$ cat src/rtl/sr_latch_arbiter_if.sv
// +----------------------------------------------------------------------+
// | sr_latch_arbiter_if                                                  |
// | Requester/latch-side signal bundle for sr_latch_arbiter.             |
// | Rev 1.0 - initial release                                            |
// +----------------------------------------------------------------------+
`default_nettype none

interface sr_latch_arbiter_if;
  logic req_a;
  logic op_a;
  logic req_b;
  logic op_b;
  logic q;
  logic s;
  logic r;
  logic done_a;
  logic done_b;
  logic busy;
  logic err;

  modport master (
    output req_a, op_a, req_b, op_b, q,
    input  s, r, done_a, done_b, busy, err
  );

  modport slave (
    input  req_a, op_a, req_b, op_b, q,
    output s, r, done_a, done_b, busy, err
  );
endinterface

`default_nettype wire

$ cat src/rtl/sr_latch_arbiter.sv
// +----------------------------------------------------------------------+
// | sr_latch_arbiter                                                     |
// | Round-robin arbiter sharing one SR latch between requesters A and B, |
// | issuing fixed-width s/r pulses with a recovery gap between them.     |
// | Optional read-back check enabled by SR_LATCH_ARBITER_VERIFY_EN.      |
// | Rev 1.0 - initial release                                            |
// +----------------------------------------------------------------------+
`default_nettype none

module sr_latch_arbiter #(
  parameter int PULSE_CYC = 2,
  parameter int GAP_CYC   = 1
) (
  input  logic                clk,
  input  logic                rst,
  sr_latch_arbiter_if.slave   bus
);

  typedef enum logic [1:0] {
    IDLE  = 2'd0,
    PULSE = 2'd1,
    CHECK = 2'd2,
    GAP   = 2'd3
  } state_t;

  state_t     r_state;
  logic [7:0] r_cnt;
  logic       r_gnt;   // 0 = A, 1 = B
  logic       r_op;
  logic       r_last;
  logic       r_s;
  logic       r_r;
  logic       r_done_a;
  logic       r_done_b;
  logic       w_win;
  logic       w_win_op;

`ifdef SR_LATCH_ARBITER_VERIFY_EN
  logic       r_err;
`endif

  // On a tie the requester that did not win last time takes the grant.
  always_comb begin
    w_win    = (bus.req_a && bus.req_b) ? ~r_last : bus.req_b;
    w_win_op = w_win ? bus.op_b : bus.op_a;
  end

  always_ff @(posedge clk) begin
    if (rst) begin
      r_state  <= IDLE;
      r_cnt    <= 8'd0;
      r_gnt    <= 1'b0;
      r_op     <= 1'b0;
      r_last   <= 1'b1;
      r_s      <= 1'b0;
      r_r      <= 1'b0;
      r_done_a <= 1'b0;
      r_done_b <= 1'b0;
`ifdef SR_LATCH_ARBITER_VERIFY_EN
      r_err    <= 1'b0;
`endif
    end else begin
      r_done_a <= 1'b0;
      r_done_b <= 1'b0;
      case (r_state)
        IDLE: begin
          r_s <= 1'b0;
          r_r <= 1'b0;
          if (bus.req_a || bus.req_b) begin
            r_gnt   <= w_win;
            r_last  <= w_win;
            r_op    <= w_win_op;
            r_s     <= w_win_op;
            r_r     <= ~w_win_op;
            r_cnt   <= 8'(PULSE_CYC - 1);
            r_state <= PULSE;
          end
        end
        PULSE: begin
          if (r_cnt == 8'd0) begin
            r_s <= 1'b0;
            r_r <= 1'b0;
`ifdef SR_LATCH_ARBITER_VERIFY_EN
            r_state  <= CHECK;
`else
            r_state  <= GAP;
            r_cnt    <= 8'(GAP_CYC - 1);
            r_done_a <= ~r_gnt;
            r_done_b <= r_gnt;
`endif
          end else begin
            r_cnt <= r_cnt - 8'd1;
          end
        end
        CHECK: begin
          r_s <= 1'b0;
          r_r <= 1'b0;
`ifdef SR_LATCH_ARBITER_VERIFY_EN
          if (bus.q != r_op)
            r_err <= 1'b1;
          r_state  <= GAP;
          r_cnt    <= 8'(GAP_CYC - 1);
          r_done_a <= ~r_gnt;
          r_done_b <= r_gnt;
`else
          r_state  <= IDLE;
`endif
        end
        GAP: begin
          r_s <= 1'b0;
          r_r <= 1'b0;
          if (r_cnt == 8'd0)
            r_state <= IDLE;
          else
            r_cnt <= r_cnt - 8'd1;
        end
        default: begin
          r_s     <= 1'b0;
          r_r     <= 1'b0;
          r_state <= IDLE;
        end
      endcase
    end
  end

  assign bus.s      = r_s;
  assign bus.r      = r_r;
  assign bus.done_a = r_done_a;
  assign bus.done_b = r_done_b;
  assign bus.busy   = (r_state != IDLE);

`ifdef SR_LATCH_ARBITER_VERIFY_EN
  assign bus.err = r_err;
`else
  // Read-back is not used without the check state.
  logic unused_q;
  assign unused_q = bus.q;
  assign bus.err  = 1'b0;
`endif

endmodule

`default_nettype wire

$ cat src/flat_wrapper.sv
// flat-port wrapper written by rule: the top's interface ports become plain ports
module sr_latch_arbiter_flat 
#(
  parameter int PULSE_CYC = 2,
  parameter int GAP_CYC   = 1
)
  (clk, rst, bus_req_a, bus_op_a, bus_req_b, bus_op_b, bus_q, bus_s, bus_r, bus_done_a, bus_done_b, bus_busy, bus_err);
  sr_latch_arbiter_if bus_i ();
  input  logic clk;
  input  logic rst;
  input wire logic [$bits(bus_i.req_a)-1:0] bus_req_a;
  input wire logic [$bits(bus_i.op_a)-1:0] bus_op_a;
  input wire logic [$bits(bus_i.req_b)-1:0] bus_req_b;
  input wire logic [$bits(bus_i.op_b)-1:0] bus_op_b;
  input wire logic [$bits(bus_i.q)-1:0] bus_q;
  output wire logic [$bits(bus_i.s)-1:0] bus_s;
  output wire logic [$bits(bus_i.r)-1:0] bus_r;
  output wire logic [$bits(bus_i.done_a)-1:0] bus_done_a;
  output wire logic [$bits(bus_i.done_b)-1:0] bus_done_b;
  output wire logic [$bits(bus_i.busy)-1:0] bus_busy;
  output wire logic [$bits(bus_i.err)-1:0] bus_err;
  assign bus_i.req_a = bus_req_a;
  assign bus_i.op_a = bus_op_a;
  assign bus_i.req_b = bus_req_b;
  assign bus_i.op_b = bus_op_b;
  assign bus_i.q = bus_q;
  assign bus_s = bus_i.s;
  assign bus_r = bus_i.r;
  assign bus_done_a = bus_i.done_a;
  assign bus_done_b = bus_i.done_b;
  assign bus_busy = bus_i.busy;
  assign bus_err = bus_i.err;
  sr_latch_arbiter #(.PULSE_CYC(PULSE_CYC), .GAP_CYC(GAP_CYC)) u_core (.clk(clk), .rst(rst), .bus(bus_i));
endmodule
$ cat config.mk
export PLATFORM = sky130hd
export DESIGN_NAME = sr_latch_arbiter_flat
export DESIGN_NICKNAME = d
export VERILOG_FILES = /design/src/rtl/sr_latch_arbiter_if.sv /design/src/rtl/sr_latch_arbiter.sv /design/src/flat_wrapper.sv
export SDC_FILE = /design/constraint.sdc
export NUM_CORES = 1
export LEC_CHECK = 0
export CAP_MARGIN = 20
export CELL_PAD_IN_SITES_DETAIL_PLACEMENT = 0
export CELL_PAD_IN_SITES_GLOBAL_PLACEMENT = 2
export CORE_MARGIN = 1
export CORE_UTILIZATION = 27
export CTS_CLUSTER_SIZE = 40
export DETAILED_ROUTE_END_ITERATION = 10
export MAX_ROUTING_LAYER = met4
export PLACE_DENSITY = 0.71
export SETUP_SLACK_MARGIN = 0.05
export SYNTH_ARGS = -nofsm -noshare
export SYNTH_HDL_FRONTEND = slang
export SYNTH_SLANG_ARGS = --single-unit
$ cat constraint.sdc
create_clock -name clk -period 2 [get_ports clk]
set_clock_uncertainty 0.15 [all_clocks]
set_input_delay 0.2 -clock clk [delete_from_list [all_inputs] [get_ports clk]]
set_output_delay 0.2 -clock clk [all_outputs]
set_load 0.02 [all_outputs]
Yosys cells after proc, flatten, opt, wreduce, memory -nomap -nowiden:

Index checks and enable logic that the tools add are counted.

* register bits: 16
* output and inout bits: 6
* logic and storage cells: 47

* $add $sub $neg: 1
* eq/ne operators: 7
* mux-type cells: 15
* bitwise gates (word level): 5
* reduce and logical (&&, ||, !) cells: 11

Operators by type and width (count)
* 8-bit 2-to-1 mux: 3
* 8-bit one-hot mux with 3 select lines: 1
* 8-bit logical NOT: 1
* 2-bit one-hot mux with 4 select lines: 1
* 8-bit by 1-bit subtractor with 8-bit output (second input constant): 1
* 2-bit 2-to-1 mux: 3
* 2-bit by 1-bit != test with 1-bit output (second input constant): 3
* 1-bit one-hot mux with 3 select lines: 2
* 3-bit AND reduction: 2
* 1-bit 2-to-1 mux: 5
* 1-bit inverter: 5
* 2-bit equality test (second input constant): 2
* 3-bit nonzero test: 1
* 3-bit OR reduction: 1
* 2-bit by 1-bit equality test with 1-bit output (second input constant): 1
* 2-bit logical NOT: 1
* 2-bit != test (second input constant): 1
* 2-bit AND reduction: 1
* 2-bit nonzero test: 1
* 2-bit OR reduction: 1
* 1-bit logical AND: 1
* 1-bit logical OR: 1

Depth between registers and ports, before layout:

* depth in word-level cells: 6
* depth in mapped cells: 7

Worst setup path before layout:

OpenSTA, ideal clock, no wires.

* path kind: reg-to-reg
* start point: register u_core.r_cnt[0]
* end point: register u_core.r_cnt[0]
* library setup time: 119 ps
* data arrival time: 1649 ps
* data required time: 1731 ps
* setup slack: 82 ps
* cell stages (with the launch flop): 8
* path buffers: 1
* clock period less this slack: 1918 ps
* path through: dfxtp_1 -> inv_1 -> ha_1 -> or3b_2 -> or2_1 -> buf_2 -> mux2i_1 -> o221a_1

* word-level cells in the longest chain between the ends: 3
* elaborated cells on any way between the ends: 7
* classes of those cells: add/sub (1); eq/ne (1); mux (3); reduce/logical (2)

RTL lines
* from (decl): RTL line sr_latch_arbiter.sv:27 `logic [7:0] r_cnt;`
* from (signal assigned): RTL line sr_latch_arbiter.sv:75 `r_cnt <= 8'(PULSE_CYC - 1);`
* from (signal assigned): RTL line sr_latch_arbiter.sv:87 `r_cnt <= 8'(GAP_CYC - 1);`
* from (signal assigned): RTL line sr_latch_arbiter.sv:92 `r_cnt <= r_cnt - 8'd1;`
* 8-bit by 1-bit subtractor with 8-bit output / 8-bit logical NOT (equally long branches)
* 8-bit 2-to-1 mux, or another cell as far along: RTL line sr_latch_arbiter.sv:112 `if (r_cnt == 8'd0)`
* 8-bit one-hot mux with 3 select lines / 3-bit AND reduction (equally long branches)

Several ways; a longest one is shown, not always the timed one. The select of a mux whose other input is x is not followed.
A chain may end at the register's enable or synchronous reset.

Final worst setup path:

* start point: register u_core.r_cnt[4]
* end point: register u_core.r_cnt[6]

The elaborated chain is that of the path after synthesis.

==> results.json <==
{
  "cp_slowest_stage_delay_ns": 0.55,
  "crit_slowest_cell": "or4_4",
  "critical_path_arrival_ns": 1.98,
  "tns_ns": 0,
  "root_buffer": "clkbuf_4",
  "synthXorXnorAreaFrac": 0.01090,
  "drc": 0,
  "cts_tree": "built",
  "synth_fa_ha_area_frac": 0.03115,
  "port_buffers": 10,
  "grt_pass1_wl_mm": 3.284,
  "core.rowCount": 19,
  "cts.clk_slew.worst_paths_ns": 0.10,
  "avgSynthCellArea_um2": 8.637,
  "drv_cap": 0,
  "fill_cells": 295,
  "gp_congestion": 0.7159,
  "fp.dieH_um": 56.55,
  "cp-start-kind": "flop",
  "dpl_worst_slack_ns": 0.02371,
  "chipWidth_um": 56.55,
  "htreeDepth": 1,
  "clk_latency_ns": 0.30,
  "postSynthCellCount": 93,
  "power_density_mw_per_mm2": 1884,
  "yosysSeqAreaShare": 0.3988,
  "path_max_fanout": 4,
  "status": "completed",
  "hpwl_mm": 1.411,
  "antenna_found_initial": 0,
  "routed_wl_mm": 1.870,
  "critPathBufInv": 0,
  "fin_area_mm2": 0.001101,
  "fin_crit_sh": 0.9476,
  "setup_violations": 0,
  "synth-edff-count": 0,
  "cts_buffers": 3,
  "start_util": 0.2888,
  "synth_nets": 102,
  "synth_compound_area_frac": 0.1947,
  "synthMuxAreaShare": 0.02492,
  "report.final.hold_viol_count": 0,
  "synth-seq-cells": 16,
  "drtIter0Drc": 22,
  "drive_gt1_frac": 0.2564,
  "synth-simple-area-share": 0.2679,
  "grt_pass1_vias": 728,
  "via_per_inst": 5.088,
  "path_cells": "or4_4 > or2_1 > or4_1 > a21oi_1",
  "cts_sinks": 16,
  "die-area_mm2": 0.003197,
  "async_flop_share": 0,
  "ctsHoldBuffers": 0,
  "synth_top_family_by_area": "simple AND/OR/NAND/NOR gates",
  "clock_path_buffers": 2,
  "yosysUniqueCellTypes": 34,
  "coreArea_mm2": 0.002781,
  "drv_slew": 0,
  "place_area_mm2": 0.001032,
  "num_vias": 753,
  "gr-total-overflow": 0,
  "rsz0062_at_grt": "yes",
  "area_growth_syn_to_layout_pct": 37.07,
  "wl_per_cell_um": 12.64,
  "critPathKind": "flop to flop",
  "peakVddDrop_mv": 0.9108,
  "track_usage": 0.1385,
  "worst_slack_ns": 0.1048,
  "syn_area_um2": 803.3,
  "dr.pass1.iters": 4,
  "path_delay_family": "simple AND/OR/NAND/NOR gates",
  "synthFlopType": "dfxtp_1",
  "grt_max_degree": 10,
  "synth_warnings": 0,
  "fin_util": 0.3959,
  "endpoint_kind": "flop",
  "finalNetCount": 127,
  "cp.required_ns": 2.09,
  "holdCritPathClass": "flop to flop",
  "leakage_uw": 0.0004588,
  "pin_count": 13,
  "period_needed_ns": 1.895,
  "antennaDiodeCount": 0,
  "antenna_left": 0,
  "max_clock_freq_mhz": 527.7,
  "timing.hold.ws_ns": 0.3253
}
-- flip-flops by register name (all words and copies together) (netlist names) --
register           count
u_core.r_state         2
u_core.bus.s           1
u_core.r_cnt           8
u_core.r_last          1
u_core.bus.done_a      1
u_core.bus.r           1
u_core.bus.done_b      1
u_core.r_gnt           1
-- report_power, final --
group          internal, uW  switching (uW)
Sequential              449             108
Combinational           658             634
Clock                   111             115
-- layout make-up --
class                   instances  area (um^2)  area share
clock buffers                   4        36.28     0.03295
inverters                       7        26.28     0.02386
multi-input cells              66        455.4      0.4136
flip-flops and latches         16        322.8      0.2932
well taps                      31        38.79     0.03523
repair buffers                 24        221.5      0.2011
-- worst paths after layout --
path | start | end | slack [ns] | cells after the start
hold / removal | u_core.bus.r$_SDFFE_PP0N_ | u_core.bus.r$_SDFFE_PP0N_ | 0.33 | 2
setup reg to reg | u_core.r_cnt[4]$_SDFFE_PP0P_ | u_core.r_cnt[6]$_SDFFE_PP0P_ | 0.10 | 4
setup / recovery | u_core.r_cnt[4]$_SDFFE_PP0P_ | u_core.r_cnt[6]$_SDFFE_PP0P_ | 0.10 | 4
hold reg to reg | u_core.bus.r$_SDFFE_PP0N_ | u_core.bus.r$_SDFFE_PP0N_ | 0.33 | 2
-- synthesized netlist by cell type (2+ instances only) --
cell type | number | share of area
nor2_1 | 8 | 0.037
dfxtp_1 | 16 | 0.40
nand2_1 | 7 | 0.033
o31ai_1 | 6 | 0.056
or3_1 | 2 | 0.016
buf_4 | 3 | 0.028
a21oi_1 | 8 | 0.050
nand4_1 | 2 | 0.016
inv_1 | 7 | 0.033
nor3_1 | 2 | 0.012
mux2i_1 | 2 | 0.025
ha_1 | 2 | 0.031
o21a_1 | 3 | 0.028
or4_1 | 5 | 0.047
-- timing repair --
| item | 4_1_cts | 5_1_grt |
|---|---|---|
| gates resized for setup | 1 | 10 |
| endpoints found under the setup margin | 8 | 12 |
| hold endpoints to repair | 0 | 0 |
| setup buffers | 0 | 0 |
-- worst register-to-register path: cells and delay by family, from the launching register on --
| family | cells | cell delay, ns |
|---|---|---|
| AND/OR/NAND/NOR | 3 | 1.19 |
| flip-flops | 1 | 0.35 |
| AO/OA/AOI/OAI | 1 | 0.15 |
-- logic make-up (layout without fill, tap and decap cells) --
family,after synthesis,in the layout
buffers and inverters,11,35
DFF,16,16
AOI/OAI and AO/OA,23,23
xor gates and xnor gates,1,1
and+or+nand+nor,37,37
other,1,1
adders and majority gates,2,2
muxes,2,2
-- placed cells by master, fill, tap and decap left out, types with 2 or more instances in the layout --
cell | netlist | layout
dfxtp_1 | 16 | 14
mux2i_1 | 2 | 2
or2_1 | 1 | 2
nor2_1 | 8 | 8
o31ai_1 | 6 | 6
ha_1 | 2 | 2
o21a_1 | 3 | 3
inv_1 | 7 | 7
a21oi_2 | 0 | 2
nand4_1 | 2 | 2
or3_1 | 2 | 2
or4_4 | 1 | 2
buf_4 | 3 | 12
clkbuf_4 | 0 | 3
or4_1 | 5 | 4
dfxtp_2 | 0 | 2
clkdlybuf4s50_1 | 0 | 10
a21oi_1 | 8 | 6
nand2_1 | 7 | 7
nor3_1 | 2 | 2
-- metrics by stage --
step | total power (uW) | std cells
finish | 2075 | 148
global route | 2275 | 148
CTS | 1995 | 148
detailed placement | 1743 | 144
global placement | 1725 | 144
floorplan | 1361 | 93
-- per-layer routing --
layer,share of wire,GRT usage
met5,0,-
met4,0.019,0.06272
met3,0.036,0.04147
met2,0.46,0.2118
met1,0.49,0.1674
No activity file was read; power rests on OpenSTA's default activity.
